[config.mk]
export PLATFORM = sky130hd
export DESIGN_NAME = fetch_stage
export DESIGN_NICKNAME = d
export VERILOG_FILES = /design/src/rtl/mips_pkg.sv /design/src/rtl/fetch_skid_reg.sv /design/src/rtl/fetch_stage.sv
export SDC_FILE = /design/constraint.sdc
export NUM_CORES = 1
export LEC_CHECK = 0
export BUFFER_PORTS_ARGS = -buffer_cell sky130_fd_sc_hd__buf_2
export CELL_PAD_IN_SITES_DETAIL_PLACEMENT = 1
export CELL_PAD_IN_SITES_GLOBAL_PLACEMENT = 2
export CORE_ASPECT_RATIO = 2
export CORE_MARGIN = 10
export CORE_UTILIZATION = 35
export DETAILED_ROUTE_END_ITERATION = 10
export PLACE_DENSITY_LB_ADDON = 0.1
export SLEW_MARGIN = 5
export SYNTH_ARGS = -nofsm -noshare
export SYNTH_HDL_FRONTEND = slang
export SYNTH_HIERARCHICAL = 1
export SYNTH_SLANG_ARGS = --single-unit
[constraint.sdc]
create_clock -name clk -period 4.5 [get_ports clk]
set_input_delay 0.45 -clock clk [delete_from_list [all_inputs] [get_ports clk]]
set_output_delay 0.45 -clock clk [all_outputs]
set_load 0.01 [all_outputs]
[src/rtl/mips_pkg.sv]
// Shared definitions for the MIPS front end.
// Holds the fetch FSM state type, datapath widths and the default reset PC.
// Imported by fetch_stage and fetch_skid_reg.
package mips_pkg;

    localparam int INSTR_W = 32;
    localparam int IMM_W   = 16;

    localparam logic [INSTR_W-1:0] DEFAULT_RESET_PC = 32'h0000_0000;

    // IDLE only exists while in reset; KILL waits out a request whose word
    // has already been made stale by a redirect.
    typedef enum logic [1:0] {
        ST_IDLE  = 2'd0,
        ST_FETCH = 2'd1,
        ST_HOLD  = 2'd2,
        ST_KILL  = 2'd3
    } fetch_state_t;

endpackage

[src/rtl/fetch_skid_reg.sv]
// Single-entry skid buffer for a fetched {instr, pc4} pair.
// Ports: i_load captures a pair, i_unload / i_clear empty the entry
// (load wins); o_valid/o_instr/o_pc4 expose the stored pair.
module fetch_skid_reg
    import mips_pkg::*;
(
    input  logic               clk,
    input  logic               rst,
    input  logic               i_load,
    input  logic               i_unload,
    input  logic               i_clear,
    input  logic [INSTR_W-1:0] i_instr,
    input  logic [INSTR_W-1:0] i_pc4,
    output logic               o_valid,
    output logic [INSTR_W-1:0] o_instr,
    output logic [INSTR_W-1:0] o_pc4
);

    logic               r_valid;
    logic [INSTR_W-1:0] r_instr;
    logic [INSTR_W-1:0] r_pc4;

    always_ff @(posedge clk or posedge rst) begin
        if (rst) begin
            r_valid <= 1'b0;
            r_instr <= '0;
            r_pc4   <= '0;
        end else if (i_load) begin
            r_valid <= 1'b1;
            r_instr <= i_instr;
            r_pc4   <= i_pc4;
        end else if (i_unload || i_clear) begin
            r_valid <= 1'b0;
        end
    end

    assign o_valid = r_valid;
    assign o_instr = r_instr;
    assign o_pc4   = r_pc4;

endmodule

[src/rtl/fetch_stage.sv]
// Instruction fetch stage with PC, imem req/ack handshake and IF/ID register.
// Ports: imem_* fetch handshake; stall/flush/redirect_* from later stages;
// if_id_* registered instruction, PC+4 and valid; inst_15_0 immediate field.
module fetch_stage
    import mips_pkg::*;
#(
    parameter logic [31:0] RESET_PC = DEFAULT_RESET_PC
) (
    input  logic               clk,
    input  logic               rst,
    output logic               imem_req,
    output logic [INSTR_W-1:0] imem_addr,
    input  logic               imem_ack,
    input  logic [INSTR_W-1:0] imem_rdata,
    input  logic               stall,
    input  logic               flush,
    input  logic               redirect_valid,
    input  logic [INSTR_W-1:0] redirect_target,
    output logic               if_id_valid,
    output logic [INSTR_W-1:0] if_id_instr,
    output logic [INSTR_W-1:0] if_id_pc4,
    output logic [IMM_W-1:0]   inst_15_0
);

    fetch_state_t       r_state;
    fetch_state_t       w_state_nxt;
    logic [INSTR_W-1:0] r_pc;
    logic [INSTR_W-1:0] w_pc_nxt;
    logic [INSTR_W-1:0] r_tgt;
    logic [INSTR_W-1:0] w_tgt_nxt;
    logic               r_ifid_valid;
    logic [INSTR_W-1:0] r_ifid_instr;
    logic [INSTR_W-1:0] r_ifid_pc4;

    logic               w_loadable;
    logic [INSTR_W-1:0] w_pc4;
    logic [INSTR_W-1:0] w_redir_tgt;
    logic               w_ifid_load;
    logic [INSTR_W-1:0] w_ifid_instr_nxt;
    logic [INSTR_W-1:0] w_ifid_pc4_nxt;
    logic               w_skid_load;
    logic               w_skid_unload;
    logic               w_skid_clear;
    logic               w_skid_vld;
    logic [INSTR_W-1:0] w_skid_instr;
    logic [INSTR_W-1:0] w_skid_pc4;

    // A flush makes IF/ID writable even while decode is stalled.
    assign w_loadable  = !stall || flush;
    assign w_pc4       = r_pc + 32'd4;
    assign w_redir_tgt = redirect_target & ~32'h3;

    always_ff @(posedge clk or posedge rst) begin
        if (rst) begin
            r_state <= ST_IDLE;
            r_pc    <= RESET_PC;
            r_tgt   <= '0;
        end else begin
            r_state <= w_state_nxt;
            r_pc    <= w_pc_nxt;
            r_tgt   <= w_tgt_nxt;
        end
    end

    always_comb begin
        w_state_nxt      = r_state;
        w_pc_nxt         = r_pc;
        w_tgt_nxt        = r_tgt;
        w_ifid_load      = 1'b0;
        w_ifid_instr_nxt = imem_rdata;
        w_ifid_pc4_nxt   = w_pc4;
        w_skid_load      = 1'b0;
        w_skid_unload    = 1'b0;
        w_skid_clear     = 1'b0;
        case (r_state)
            ST_IDLE: w_state_nxt = ST_FETCH;
            ST_FETCH: begin
                if (imem_ack) begin
                    if (redirect_valid) begin
                        w_pc_nxt = w_redir_tgt;
                    end else if (w_loadable) begin
                        w_ifid_load = 1'b1;
                        w_pc_nxt    = w_pc4;
                    end else begin
                        w_skid_load = 1'b1;
                        w_pc_nxt    = w_pc4;
                        w_state_nxt = ST_HOLD;
                    end
                end else if (redirect_valid) begin
                    // Request cannot be withdrawn: keep imem_addr, park target.
                    w_tgt_nxt   = w_redir_tgt;
                    w_state_nxt = ST_KILL;
                end
            end
            ST_HOLD: begin
                if (redirect_valid) begin
                    w_skid_clear = 1'b1;
                    w_pc_nxt     = w_redir_tgt;
                    w_state_nxt  = ST_FETCH;
                end else if (w_loadable && w_skid_vld) begin
                    w_skid_unload    = 1'b1;
                    w_ifid_load      = 1'b1;
                    w_ifid_instr_nxt = w_skid_instr;
                    w_ifid_pc4_nxt   = w_skid_pc4;
                    w_state_nxt      = ST_FETCH;
                end
            end
            ST_KILL: begin
                if (imem_ack) begin
                    // A redirect arriving with the ack is the newest target.
                    w_pc_nxt    = redirect_valid ? w_redir_tgt : r_tgt;
                    w_state_nxt = ST_FETCH;
                end else if (redirect_valid) begin
                    w_tgt_nxt = w_redir_tgt;
                end
            end
            default: w_state_nxt = ST_IDLE;
        endcase
    end

    // When decode can accept but no word arrives, IF/ID becomes a bubble so
    // the previous instruction is not issued twice.
    always_ff @(posedge clk or posedge rst) begin
        if (rst) begin
            r_ifid_valid <= 1'b0;
            r_ifid_instr <= '0;
            r_ifid_pc4   <= '0;
        end else if (w_ifid_load) begin
            r_ifid_valid <= 1'b1;
            r_ifid_instr <= w_ifid_instr_nxt;
            r_ifid_pc4   <= w_ifid_pc4_nxt;
        end else if (w_loadable) begin
            r_ifid_valid <= 1'b0;
        end
    end

    fetch_skid_reg u_skid (
        .clk      (clk),
        .rst      (rst),
        .i_load   (w_skid_load),
        .i_unload (w_skid_unload),
        .i_clear  (w_skid_clear),
        .i_instr  (imem_rdata),
        .i_pc4    (w_pc4),
        .o_valid  (w_skid_vld),
        .o_instr  (w_skid_instr),
        .o_pc4    (w_skid_pc4)
    );

    assign imem_req    = (r_state == ST_FETCH) || (r_state == ST_KILL);
    assign imem_addr   = r_pc;
    assign if_id_valid = r_ifid_valid;
    assign if_id_instr = r_ifid_instr;
    assign if_id_pc4   = r_ifid_pc4;
    assign inst_15_0   = r_ifid_instr[IMM_W-1:0];

endmodule

## Word-level counts from Yosys, hierarchy flattened

Cells that the tools add are included.

| storage, ports and cells | value |
|---|---|
| register bits | 196 |
| logic and storage cells | 71 |
| output and inout bits | 114 |
| input port bits | 70 |

| operators by class | value |
|---|---|
| reductions and logical operators | 13 |
| bitwise gates (word level) | 1 |
| mux-type cells | 37 |
| $add $sub $neg | 1 |
| eq/ne operators | 10 |

Operators by type and width:

| kind | number |
|---|---|
| two-way mux 32 bit | 11 |
| case mux 32 bit (3 select lines) | 1 |
| adder 32 x 3 -> 32 bit, second input constant | 1 |
| two-way mux 1 bit | 16 |
| two-way mux 2 bit | 7 |
| inequality test 3 bit, second input constant | 4 |
| case mux 2 bit (4 select lines) | 1 |
| inequality test 2 bit, second input constant | 3 |
| AND reduction 5 bit | 1 |
| == test 2 bit, second input constant | 2 |
| AND reduction 4 bit | 1 |
| nonzero test 2 bit | 2 |
| logical OR 1 bit | 3 |
| nonzero test 3 bit | 1 |
| == test 2 x 1 -> 1 bit, second input constant | 1 |
| zero test 2 bit | 1 |
| case mux 1 bit (2 select lines) | 1 |
| AND reduction 2 bit | 1 |
| OR reduction 2 bit | 1 |
| logical AND 1 bit | 1 |
| zero test 1 bit | 1 |
| NOT 1 bit | 1 |

## Logic depth before layout (Yosys ltp)

Gate-level depths: netlist of the first run.

| logic depth | value |
|---|---|
| word-level depth | 9 |
| mapped depth | 10 |
| depth with buffers taken out | 8 |

## Modules after synthesis

Netlist of the first run, hierarchy kept.

Modules (own cells, without submodules):

| module | sequential area each (sq um) | area each (sq um) | instances | cells an instance |
|---|---|---|---|---|
| fetch_stage | 3278.1 | 6981.7 | 1 | 768 |
| fetch_skid_reg | 1626.6 | 2618.8 | 1 | 139 |

## Worst setup path after synthesis of the first run

Ideal clock, no wire load.

| timing | value |
|---|---|
| kind | register -> register |
| start point | register r_state[1] |
| end point | register r_ifid_pc4[11] (netlist: if_id_pc4[11]) |
| data required time | 4.373 ns |
| buffers on the path | 3 |
| library setup time | 0.127 ns |
| stages on the path, launching flop included | 10 |
| clock period less this slack | 2.275 ns |
| arrival time | 2.148 ns |
| path slack | 2.225 ns |
| path through | dfrtp_1 inv_1 ha_1 buf_2 nand2_1 a2111o_1 clkbuf_1 clkbuf_1 a222oi_1 inv_1 |

| between the ends | value |
|---|---|
| longest elaborated chain between the ends | 2 |
| elaborated cells on any way between the ends | 4 |
| those cells by class | eq/ne: 2; mux: 2 |

Ends and longest elaborated chain:

| what | RTL line | RTL |
|---|---|---|
| start, declared | fetch_stage.sv:25 | `fetch_state_t r_state;` |
| start signal, assigned | fetch_stage.sv:59 | `r_state <= w_state_nxt;` |
| == test 2 bit or == test 2 x 1 -> 1 bit (tied branches) | fetch_stage.sv:75 | `case (r_state)` |
| case mux 1 bit (2 select lines) or two-way mux 32 bit (tied branches) | fetch_stage.sv:75 |  |
| end signal, assigned | fetch_stage.sv:131 | `r_ifid_pc4 <= w_ifid_pc4_nxt;` |
| end, declared | fetch_stage.sv:33 | `logic [INSTR_W-1:0] r_ifid_pc4;` |

Several ways; a longest one is shown, not always the timed one.
A chain may end at the register's enable or synchronous reset.

## Final worst setup path of the first run

| timing | value |
|---|---|
| start point | register r_state[0] |
| end point | register r_ifid_pc4[13] (netlist: if_id_pc4[13]) |

Same word-level chain as after synthesis.

==> results of run 1 <==
## flip-flops by register name, indices dropped and copies added, names as in the netlist
name,count
u_skid/o_instr,32
if_id_instr,32
imem_addr,32
if_id_valid,1
u_skid/o_valid,1
if_id_pc4,32
r_tgt,32
u_skid/o_pc4,32
r_state,2
## cells in the final DEF (no fill, tap or decap), types with 9 or more instances in the layout
cell type,n
a21oi_1,15
a221o_1,11
a221oi_1,9
a222oi_1,11
a22oi_1,15
a31oi_1,37
buf_2,181
buf_4,18
clkbuf_16,17
dfrtp_1,196
inv_1,22
mux2_2,46
mux2_4,49
mux2i_1,9
nand2_1,132
nand3_1,31
nor2_1,70
nor3_1,10
o21ai_0,56
xnor2_1,12
xor2_1,12
## metrics by stage
step                instances  cell area [um^2]
CTS                      1409             11300
global route             1409             11300
finish                   1409             11300
detailed placement       1379             10700
floorplan                 907              9600
global placement         1379             10700
## routing by layer
layer | track usage | vias up | part of all wire
li1 | - | 3509 | -
met1 | 0.214 | 3744 | 0.43
met2 | 0.304 | 152 | 0.51
met3 | 0.0414 | 23 | 0.043
met4 | 0.0532 | 0 | 0.017
met5 | 0 | - | 0
## cell type report
class                           count  area, um^2
Sequential cell                   196        4900
Clock buffer                       19         443
Tap cell                          348         435
Fill cell                        3105       15700
Inverter                           25        98.8
Multi-Input combinational cell    610        4210
Clock inverter                     11         129
Timing Repair Buffer              200        1060
## final timing paths
check / cells after the start / startpoint / to / slack (ns)
hold / removal: 2 / rst / if_id_pc4[13]$_DFFE_PP0P_ / 0.09
setup / recovery: 8 / r_state[0]$_DFFE_PP0P_ / if_id_pc4[13]$_DFFE_PP0P_ / 1.40
min in group clk: 3 / redirect_target[15] / imem_addr[15]$_DFFE_PP0P_ / 0.23
hold reg to reg: 2 / if_id_pc4[22]$_DFFE_PP0P_ / if_id_pc4[22]$_DFFE_PP0P_ / 0.48
setup reg to reg: 8 / r_state[0]$_DFFE_PP0P_ / if_id_pc4[13]$_DFFE_PP0P_ / 1.40
max in group asynchronous: 3 / rst / u_skid/o_pc4[28]$_DFFE_PP0P_ / 3.33
## worst register-to-register path, cell delays in order, from the launching register on
cell,delay (ns)
dfrtp_1,0.42
inv_1,0.13
ha_1,0.53
nand2_1,0.23
a2111o_1,0.45
buf_4,0.27
nor2_1,0.69
a222oi_1,0.21
inv_1,0.10
## report_power, final
part | total [mW] | leakage [nW] | internal [mW] | switching [mW]
sequential | 3.21 | 2.38 | 2.58 | 0.624
clock | 1.54 | 0.276 | 0.831 | 0.708
combinational | 2.97 | 2.54 | 1.37 | 1.60
total | 7.72 | 5.19 | 4.79 | 2.93
## logic make-up (layout without fill, tap and decap cells)
| kind of cell | after synthesis | in the layout |
|---|---|---|
| AO/OA/AOI/OAI | 186 | 186 |
| buffers and inverters | 101 | 255 |
| flip-flops | 196 | 196 |
| multiplexers | 104 | 104 |
| adder cells (fa/ha/maj) | 4 | 4 |
| AND/OR/NAND/NOR | 292 | 292 |
| XOR/XNOR | 24 | 24 |
==> flow_summary_export.csv, run 1 <==
group,metric,value,unit
routing,viasPerCell,5.27,
cts,htree_levels,4,
cts,numCtsBuffers,17,
cells_and_area,n_antenna_cell,0,
routing,num_vias,7428,
yosys,syn_inst,907,
yosys,synth_area_leaders,"dfrtp_1 (51%), mux2_4 (7.7%), mux2_2 (5.4%), nand2_1 (5.2%), o21ai_0 (2.9%)",
setup_path,worstSetupPathType,"flip-flop to flip-flop",
yosys,yosysMostFrequentCell,"dfrtp_1",
cells_and_area,final_util,0.418,
yosys,synth_adder_area_share,0.00521,
yosys,async_flop_share,1.00,
yosys,yosysUniqueCellTypes,56,
yosys,synth_nets,981,
global_routing,grt_pass1_vias,7955,
setup_path,cp_cell_sequence,"inv_1 -> ha_1 -> nand2_1 -> a2111o_1 -> buf_4 -> nor2_1 -> a222oi_1 -> inv_1",
yosys,synth_top_family_by_area,"multiplexers",
yosys,synthMuxAreaShare,0.140,
yosys,synth-seq-cells,196,
routing,route.detailed.drc,0,
sta,rsz0062_at_grt,"false",
cts,insertion_delay,0.45,ns
routing,drt_iter0_drc,364,
cts,clk_pin_slew,0.07,ns
sta,hold_viol_final,0,
yosys,synth_edf_count,0,
sta,slew_viol_final,0,
yosys,synth_area,9600,um^2
sta,slew_headroom,0.377,
yosys,ys.warnings.count,6,
sta,setup_viol,0,
worst_hold_path,hold_path.class,"primary input to async pin",
cells_and_area,layout-drive-gt1-share,0.322,
routing,first_pass_iters,5,
sta,fin_crit_sh,0.688,
cells_and_area,area_delta_synth_final,17.5,%
sta,fin_ws,1.40,ns
setup_path,crit_arrival,3.48,ns
setup_path,slowest_stage,"nor2_1",
yosys,ys.flop_type,"dfrtp_1",
yosys,synth_simple_gate_area_frac,0.137,
floorplanning,die-width,137,um
sta,clock.fmax,0.323,GHz
routing,wl_per_cell,21.7,um
yosys,ys_seq_area_frac,0.511,
run_status,status,"finished clean",
floorplanning,initial_core_util,0.355,
global_routing,grt_max_degree,63,
cts,root_buffer,"clkbuf_16",
pwr,leakagePower,5.19,nW
cts,clockBufferDepth,2,
yosys,synth_compound_area_frac,0.131,
setup_path,cp-end-kind,"flip-flop",
place,portBuffers,181,
global_routing,track_usage,0.177,
setup_path,startpoint_type,"flip-flop",
setup_path,critical_path_buf_inv_count,3,
setup_path,path_max_fanout,39,
pwr,ir_drop,0.271,mV
floorplanning,fp-row-count,85,
cts,post_cts_resized,0,
yosys,syn_avg_cell_area,10.6,um^2
sta,tightest_slew,0.935,ns
floorplanning,core,27000,um^2
cts,hold_buffers,0,
place,hpwl,22000,um
yosys,yosys.area.top_type,"dfrtp_1",
routing,ant_nets,0,
sta,hold_slack,0.0908,ns
place,gp_congestion,0.772,
setup_path,slowest_delay,0.68,ns
yosys,synth_commonest_cells,"dfrtp_1 (196), nand2_1 (133), nor2_1 (70), o21ai_0 (56), mux2_4 (49)",
setup_path,cp_common_cell,"inv_1",
yosys,synth_xor_area_frac,0.0219,
sta,final.setup.tns,0,ns
flow_run,drv_cap,0,
place,pre_cts_ws,1.38,ns
cts,clock-sinks,196,
global_routing,grt_pass1_wl,47800,um
yosys,yosysTopAreaCellShare,0.511,
pwr,power.density,684,nW/um^2
cells_and_area,fin_nets,1124,
cts,tritoncts,"built",
global_routing,antenna_found_initial,0,
setup_path,crit_required,4.89,ns
setup_path,cp_top_family,"simple AND/OR/NAND/NOR gates",
floorplanning,dieArea,34900,um^2
sta,timing.final.crit_period,3.10,ns
sta,fin_skew,0.0131,ns
floorplanning,pin_count,184,
global_routing,grt_overflow,0,
routing,wirelength,30600,um
cts,postCtsSetupRepairBufs,0,
floorplanning,dieHeight,254,um
pwr,power,7.72,mW
Power figures use the tool's default switching activity.
==> run 2, diff against run 1 <==
ABC_AREA = 1   (was default)
CORE_UTILIZATION = 32   (was 35)
clock period = 3.2 ns   (was 4.5 ns; I/O delays follow)
==> run 2 against run 1 <==
Against the previous run: total power increased by 55%; worst setup slack got worse by 0.56 ns; maximum frequency increased by 32%; die area increased by 15%; clock-buffer cell count increased by 2; cell area increased by 6.7%; flip-flop and latch count unchanged; hold slack about the same; synthesized cell count increased by 47%; area after synthesis increased by 7.3%; critical path depth increased by 2; critical endpoint is now if_id_instr[30]$_DFFE_PP0P_; highest routed layer unchanged.
==> flow_summary_export.csv, run 2 <==
group,metric,value,unit
setup_path,crit_path_start,"r_state[0]$_DFFE_PP0P_",
setup_path,crit_required,3.57,ns
setup_path,crit_arrival,2.73,ns
routing,wirelength,34900,um
pwr,leakagePower,6.14,nW
cells_and_area,area_delta_synth_final,16.8,%
setup_path,cp_top_family,"buffers and inverters",
pwr,share_seq_of_total_power,0.376,
yosys,synth_area,10300,um^2
global_routing,track_usage,0.177,
setup_path,startpoint_type,"flip-flop",
sta,timing.final.crit_period,2.35,ns
sta,fin_skew,0.0176,ns
floorplanning,initial_core_util,0.325,
yosys,async_flop_share,1.00,
routing,num_vias,9169,
pwr,combPwrFrac,0.426,
cts,root_buffer,"clkbuf_16",
pwr,power.density,997,nW/um^2
floorplanning,die-width,147,um
global_routing,antenna_found_initial,1,
yosys,syn_avg_cell_area,7.71,um^2
yosys,synth_edf_count,0,
global_routing,grt_pass1_vias,9782,
place,portBuffers,181,
sta,slew_headroom,0.479,
run_status,status,"finished clean",
yosys,ys.flop_type,"dfrtp_1",
sta,setup_viol,0,
cells_and_area,final_cell_area,12000,um^2
setup_path,cp-end-kind,"flip-flop",
cts,clk_pin_slew,0.07,ns
yosys,yosysUniqueCellTypes,39,
flow_run,drv_cap,0,
setup_path,worstSetupPathType,"flip-flop to flip-flop",
cts,htree_levels,4,
worst_hold_path,holdCritStartpoint,"imem_rdata[6]",
routing,drt_iter0_drc,389,
pwr,ir_drop,0.398,mV
cells_and_area,most-common-layout-cells,"nand2_1 (534), dfrtp_1 (196), buf_2 (181)",
floorplanning,dieHeight,274,um
floorplanning,core,31700,um^2
cells_and_area,fin_nets,1542,
sta,slew_viol_final,0,
setup_path,r2r_start,"r_state[0]$_DFFE_PP0P_",
routing,wl_per_cell,18.3,um
place,gp_congestion,0.833,
pwr,swShare,0.426,
sta,tightest_slew,0.781,ns
yosys,yosysMostFrequentCell,"nand2_1",
floorplanning,fp-row-count,92,
sta,hold_viol_final,0,
routing,ant_nets,0,
yosys,synth_nets,1410,
cells_and_area,layout-drive-gt1-share,0.189,
floorplanning,dieArea,40200,um^2
routing,first_pass_iters,4,
yosys,ys.warnings.count,6,
pwr,p_clk_frac,0.198,
cells_and_area,final_common_cell,"nand2_1",
cts,clock-sinks,196,
setup_path,cp_cell_sequence,"inv_1 -> ha_1 -> inv_1 -> nor2_2 -> nand3_2 -> buf_4 -> inv_2 -> buf_4 -> nand2_1 -> a31oi_1",
setup_path,slowest_delay,0.44,ns
yosys,yosysTopAreaCellShare,0.476,
sta,fin_crit_sh,0.736,
routing,route.detailed.drc,0,
global_routing,grt_pass1_wl,56400,um
yosys,synth_commonest_cells,"nand2_1 (534), dfrtp_1 (196), nor2_1 (119), o21ai_0 (81), inv_1 (76)",
cts,tritoncts,"built",
cts,numCtsBuffers,17,
yosys,ys_seq_area_frac,0.476,
routing,viasPerCell,4.82,
cts,insertion_delay,0.45,ns
floorplanning,pin_count,184,
pwr,internal_power,6.89,mW
sta,hold_slack,0.0904,ns
sta,final.setup.tns,0,ns
cts,postCtsSetupRepairBufs,0,
yosys,synth_area_leaders,"dfrtp_1 (48%), nand2_1 (19%), nor2_1 (4.3%), o21ai_0 (3.9%), a21oi_1 (3.0%)",
sta,rsz0062_at_grt,"false",
global_routing,grt_overflow,0,
setup_path,critical_path_buf_inv_count,5,
worst_hold_path,hold_path.class,"primary input to flip-flop",
yosys,yosys.area.top_type,"dfrtp_1",
global_routing,grt_max_degree,94,
yosys,synth-seq-cells,196,
setup_path,slowest_stage,"dfrtp_1",
place,postPlaceCellArea,11400,um^2
setup_path,path_max_fanout,31,
sta,clock.fmax,0.425,GHz
cells_and_area,final_util,0.380,
pwr,switchingPower,5.11,mW
cts,clockBufferDepth,2,
place,hpwl,25300,um
yosys,syn_inst,1336,
[run 2: timing repair]
action | in CTS | in global routing
endpoints found under the setup margin | 0 | 0
endpoints found under the hold margin | 11 | 0
hold buffers | 1 | 0
gates resized for setup | 0 | 0
[run 2: final timing paths]
path                            slack (ns)                            end  cells past startpoint
worst min-delay path                  0.09  u_skid/o_instr[6]$_DFFE_PP0P_                      3
min in group asynchronous             0.40          r_tgt[23]$_DFFE_PP0P_                      3
max in group asynchronous             1.86       imem_addr[1]$_DFFE_PP0P_                      4
worst max register to register        0.85    if_id_instr[30]$_DFFE_PP0P_                     10
worst min register to register        0.47    u_skid/o_pc4[5]$_DFFE_PP0P_                      2
worst max-delay path                  0.85    if_id_instr[30]$_DFFE_PP0P_                     10
[run 2: final cells by class]
type / count / area, um^2
clock buffers: 21 / 470
diodes: 1 / 2.50
inverters: 82 / 313
multi-input cells: 967 / 4530
fillers: 3978 / 19600
clock inverters: 10 / 171
well taps: 423 / 529
repair buffers: 204 / 1120
flip-flops and latches: 196 / 4900
[run 2: power by group through the flow]
stage | sequential [mW] | clock (mW) | combinational [mW]
floorplan | 4.64 | 0 | 3.23
global placement | 4.54 | 0 | 5.13
detailed placement | 4.59 | 0 | 5.25
CTS | 4.54 | 2.48 | 5.27
global route | 4.70 | 2.56 | 5.85
finish | 4.51 | 2.37 | 5.11
[run 2: stage by stage]
stage	setup WS, ns	power (mW)	std cells
final	0.846	12.0	1904
after global routing	0.574	13.1	1904
after CTS	0.729	12.3	1903
after detailed placement	0.711	9.84	1871
after global placement	0.748	9.67	1871
after floorplan	1.25	7.87	1336
[run 2: cell families after synthesis]
logic type | after synthesis | share of synthesized area
AOI/OAI and AO/OA | 235 | 0.136
buffers and inverters | 173 | 0.0865
DFF | 196 | 0.476
and+or+nand+nor | 713 | 0.278
xor gates and xnor gates | 15 | 0.0186
adders and majority gates | 4 | 0.00486
[run 2: metal layers]
layer	global-route usage	wire, um	share of wire	vias to the layer above
li1	-	-	-	4478
met1	0.201	14500	0.42	4493
met2	0.325	18500	0.53	168
met3	0.0361	1240	0.036	30
met4	0.0487	636	0.018	0
met5	0	0	0	-
[run 2: worst min-delay path, delay by kind of cell]
kind / cells / cell delay (ns)
simple gates: 2 / 0.10
buf+inv: 1 / 0.09
==> run 3, diff against run 2 <==
ABC_AREA = 0   (was 1)
CORE_UTILIZATION = 35   (was 32)
clock period = 2.3 ns   (was 3.2 ns; I/O delays follow)
==> run 3 against run 2 <==
Against the previous run: clock power rose by 28%; highest routed layer unchanged; total power rose by 31%; core utilization rose by 6.4 points; clock-buffer cell count fell by 3; via count fell by 15%; critical path type unchanged; largest power group unchanged; sequential share of layout area rose by 0.14 points; sequential power rose by 35%.
==> flow_summary_export.csv, run 3 (synthesis gave the netlist of run 1 again) <==
group,metric,value,unit
cts,clockBufferDepth,2,
cells_and_area,final_common_cell,"dfrtp_1",
routing,drt_iter0_drc,315,
global_routing,grt_pass1_wl,48200,um
cts,numCtsBuffers,17,
sta,rsz0062_at_grt,"true",
flow_run,drv_cap,0,
routing,wl_per_cell,21.3,um
routing,first_pass_iters,4,
setup_path,ff2ff_path_depth,5,
global_routing,use_met1,0.211,
sta,slew_headroom,0.490,
cts,clock-sinks,196,
cts,htree_levels,4,
sta,timing.final.crit_period,2.21,ns
cts,root_buffer,"clkbuf_16",
worst_hold_path,holdPathEnd,"r_tgt[26]$_DFFE_PP0P_",
sta,slew_viol_final,0,
global_routing,antenna_found_initial,0,
cells_and_area,fin_nets,1190,
setup_path,crit_arrival,2.55,ns
floorplanning,initial_core_util,0.355,
cells_and_area,most-common-layout-cells,"dfrtp_1 (196), buf_2 (181), nand2_1 (131)",
cells_and_area,layout-drive-gt1-share,0.368,
sta,fin_skew,0.00820,ns
global_routing,met2_usage,0.315,
place,hpwl,23200,um
cells_and_area,final_cell_area,12000,um^2
place,gp_congestion,0.824,
setup_path,worstSetupPathType,"flip-flop to flip-flop",
place,postPlaceCellArea,11300,um^2
sta,final.setup.tns,0,ns
worst_hold_path,hold_path.class,"primary input to flip-flop",
routing,num_vias,7773,
global_routing,track_usage,0.179,
setup_path,cp-end-kind,"flip-flop",
cells_and_area,n_antenna_cell,0,
routing,ant_nets,0,
floorplanning,dieArea,34900,um^2
setup_path,ff2ff_setup_slack,0.09,ns
sta,clock.fmax,0.453,GHz
sta,setup_viol,0,
pwr,power.density,1310,nW/um^2
setup_path,crit_required,2.64,ns
cts,tritoncts,"built",
place,portBuffers,181,
routing,wirelength,31400,um
floorplanning,core,27000,um^2
sta,hold_viol_final,0,
cells_and_area,area_delta_synth_final,24.9,%
setup_path,r2r_start,"imem_addr[18]$_DFFE_PP0P_",
setup_path,r2r-end,"u_skid/o_pc4[22]$_DFFE_PP0P_",
floorplanning,fp-row-count,85,
setup_path,path_max_fanout,8,
run_status,status,"finished clean",
sta,fin_crit_sh,0.960,
global_routing,grt_overflow,0,
global_routing,met3_usage,0.0329,
global_routing,grt_max_degree,66,
global_routing,gr-max-usage-layer,"met2",
sta,tightest_slew,0.763,ns
pwr,ir_drop,0.565,mV
routing,viasPerCell,5.26,
pwr,leakagePower,5.55,nW
routing,route.detailed.drc,0,
floorplanning,pin_count,184,
global_routing,grt_pass1_vias,8257,
worst_hold_path,min_path_cells,2,
floorplanning,die-width,137,um
floorplanning,dieHeight,254,um
cts,insertion_delay,0.45,ns
setup_path,startpoint_type,"flip-flop",
cts,clk_pin_slew,0.08,ns
worst_hold_path,holdCritStartpoint,"redirect_target[26]",
-- run 3: changes by cell type in the layout (fill, tap and decap cells not counted), sizes merged, moves of 13 or more --
cell,delta
nand2,-409
mux2,+95
nor2,-64
buf,+59
inv,-52
a21oi,-47
o21ai,-28
a22o,-27
a21boi,-16
a22oi,+13
-- run 3: power by group --
part / total (mW) / internal [mW] / switching, mW
registers: 6.08 / 5.05 / 1.03
logic: 6.55 / 3.11 / 3.44
clock network: 3.04 / 1.56 / 1.48
-- run 3: worst max path at each step --
stage                              endpoint  cells past startpoint  slack (ns)                       from
6_report       u_skid/o_pc4[22]$_DFFE_PP0P_                      5        0.09  imem_addr[18]$_DFFE_PP0P_
5_1_grt           if_id_pc4[13]$_DFFE_PP0P_                      7       -0.01     r_state[1]$_DFFE_PP0P_
4_1_cts           if_id_pc4[13]$_DFFE_PP0P_                      9      0.0002     r_state[0]$_DFFE_PP0P_
3_5_place_dp      if_id_pc4[13]$_DFFE_PP0P_                      9       0.005     r_state[0]$_DFFE_PP0P_
3_3_place_gp       if_id_pc4[7]$_DFFE_PP0P_                      7        0.06     r_state[0]$_DFFE_PP0P_
2_1_floorplan     if_id_pc4[11]$_DFFE_PP0P_                      9        0.03     r_state[1]$_DFFE_PP0P_
-- run 3: per-layer routing --
layer	up-vias	share of wire	wire, um
met2	170	0.53	16500
met1	3922	0.41	12700
li1	3642	-	-
met3	39	0.043	1360
met5	-	0	0
met4	0	0.025	799
-- run 3: timing repair --
item                                    in CTS  in global routing
gates resized for setup                      1                 15
cloned                                       0                  1
pin swaps                                    0                  3
hold endpoints to repair                   198                  0
endpoints found under the setup margin       1                 30
hold buffers                                 3                  0
setup buffers                                0                  1
-- run 3: final cells by class --
type	instances	area, um^2
Sequential cell	196	4900
Inverter	25	100
Tap cell	348	435
Clock buffer	18	439
Clock inverter	14	145
Fill cell	3045	15000
Timing Repair Buffer	265	1720
Multi-Input combinational cell	611	4250
-- run 3: metrics by stage --
| stage | setup WS (ns) | hold WS (ns) | power, mW | utilization | cells |
|---|---|---|---|---|---|
| after global routing | -0.0118 | 0.00894 | 16.8 | 0.444 | 1477 |
| final | 0.0920 | 0.0255 | 15.7 | 0.444 | 1477 |
| after floorplan | 0.0253 | 0.346 | 9.99 | - | 907 |
| after detailed placement | 0.00506 | 0.376 | 12.7 | 0.419 | 1440 |
| after global placement | 0.0603 | 0.384 | 12.6 | 0.419 | 1440 |
| after CTS | 0.000197 | 0.000278 | 15.9 | 0.442 | 1475 |
-- run 3: worst max-delay path: stages (launching register included) --
cell and delay (ns):
dfrtp_1 0.36, nand3_1 0.19, or4_4 0.65, o31a_1 0.35, or2_2 0.30, mux2_2 0.26
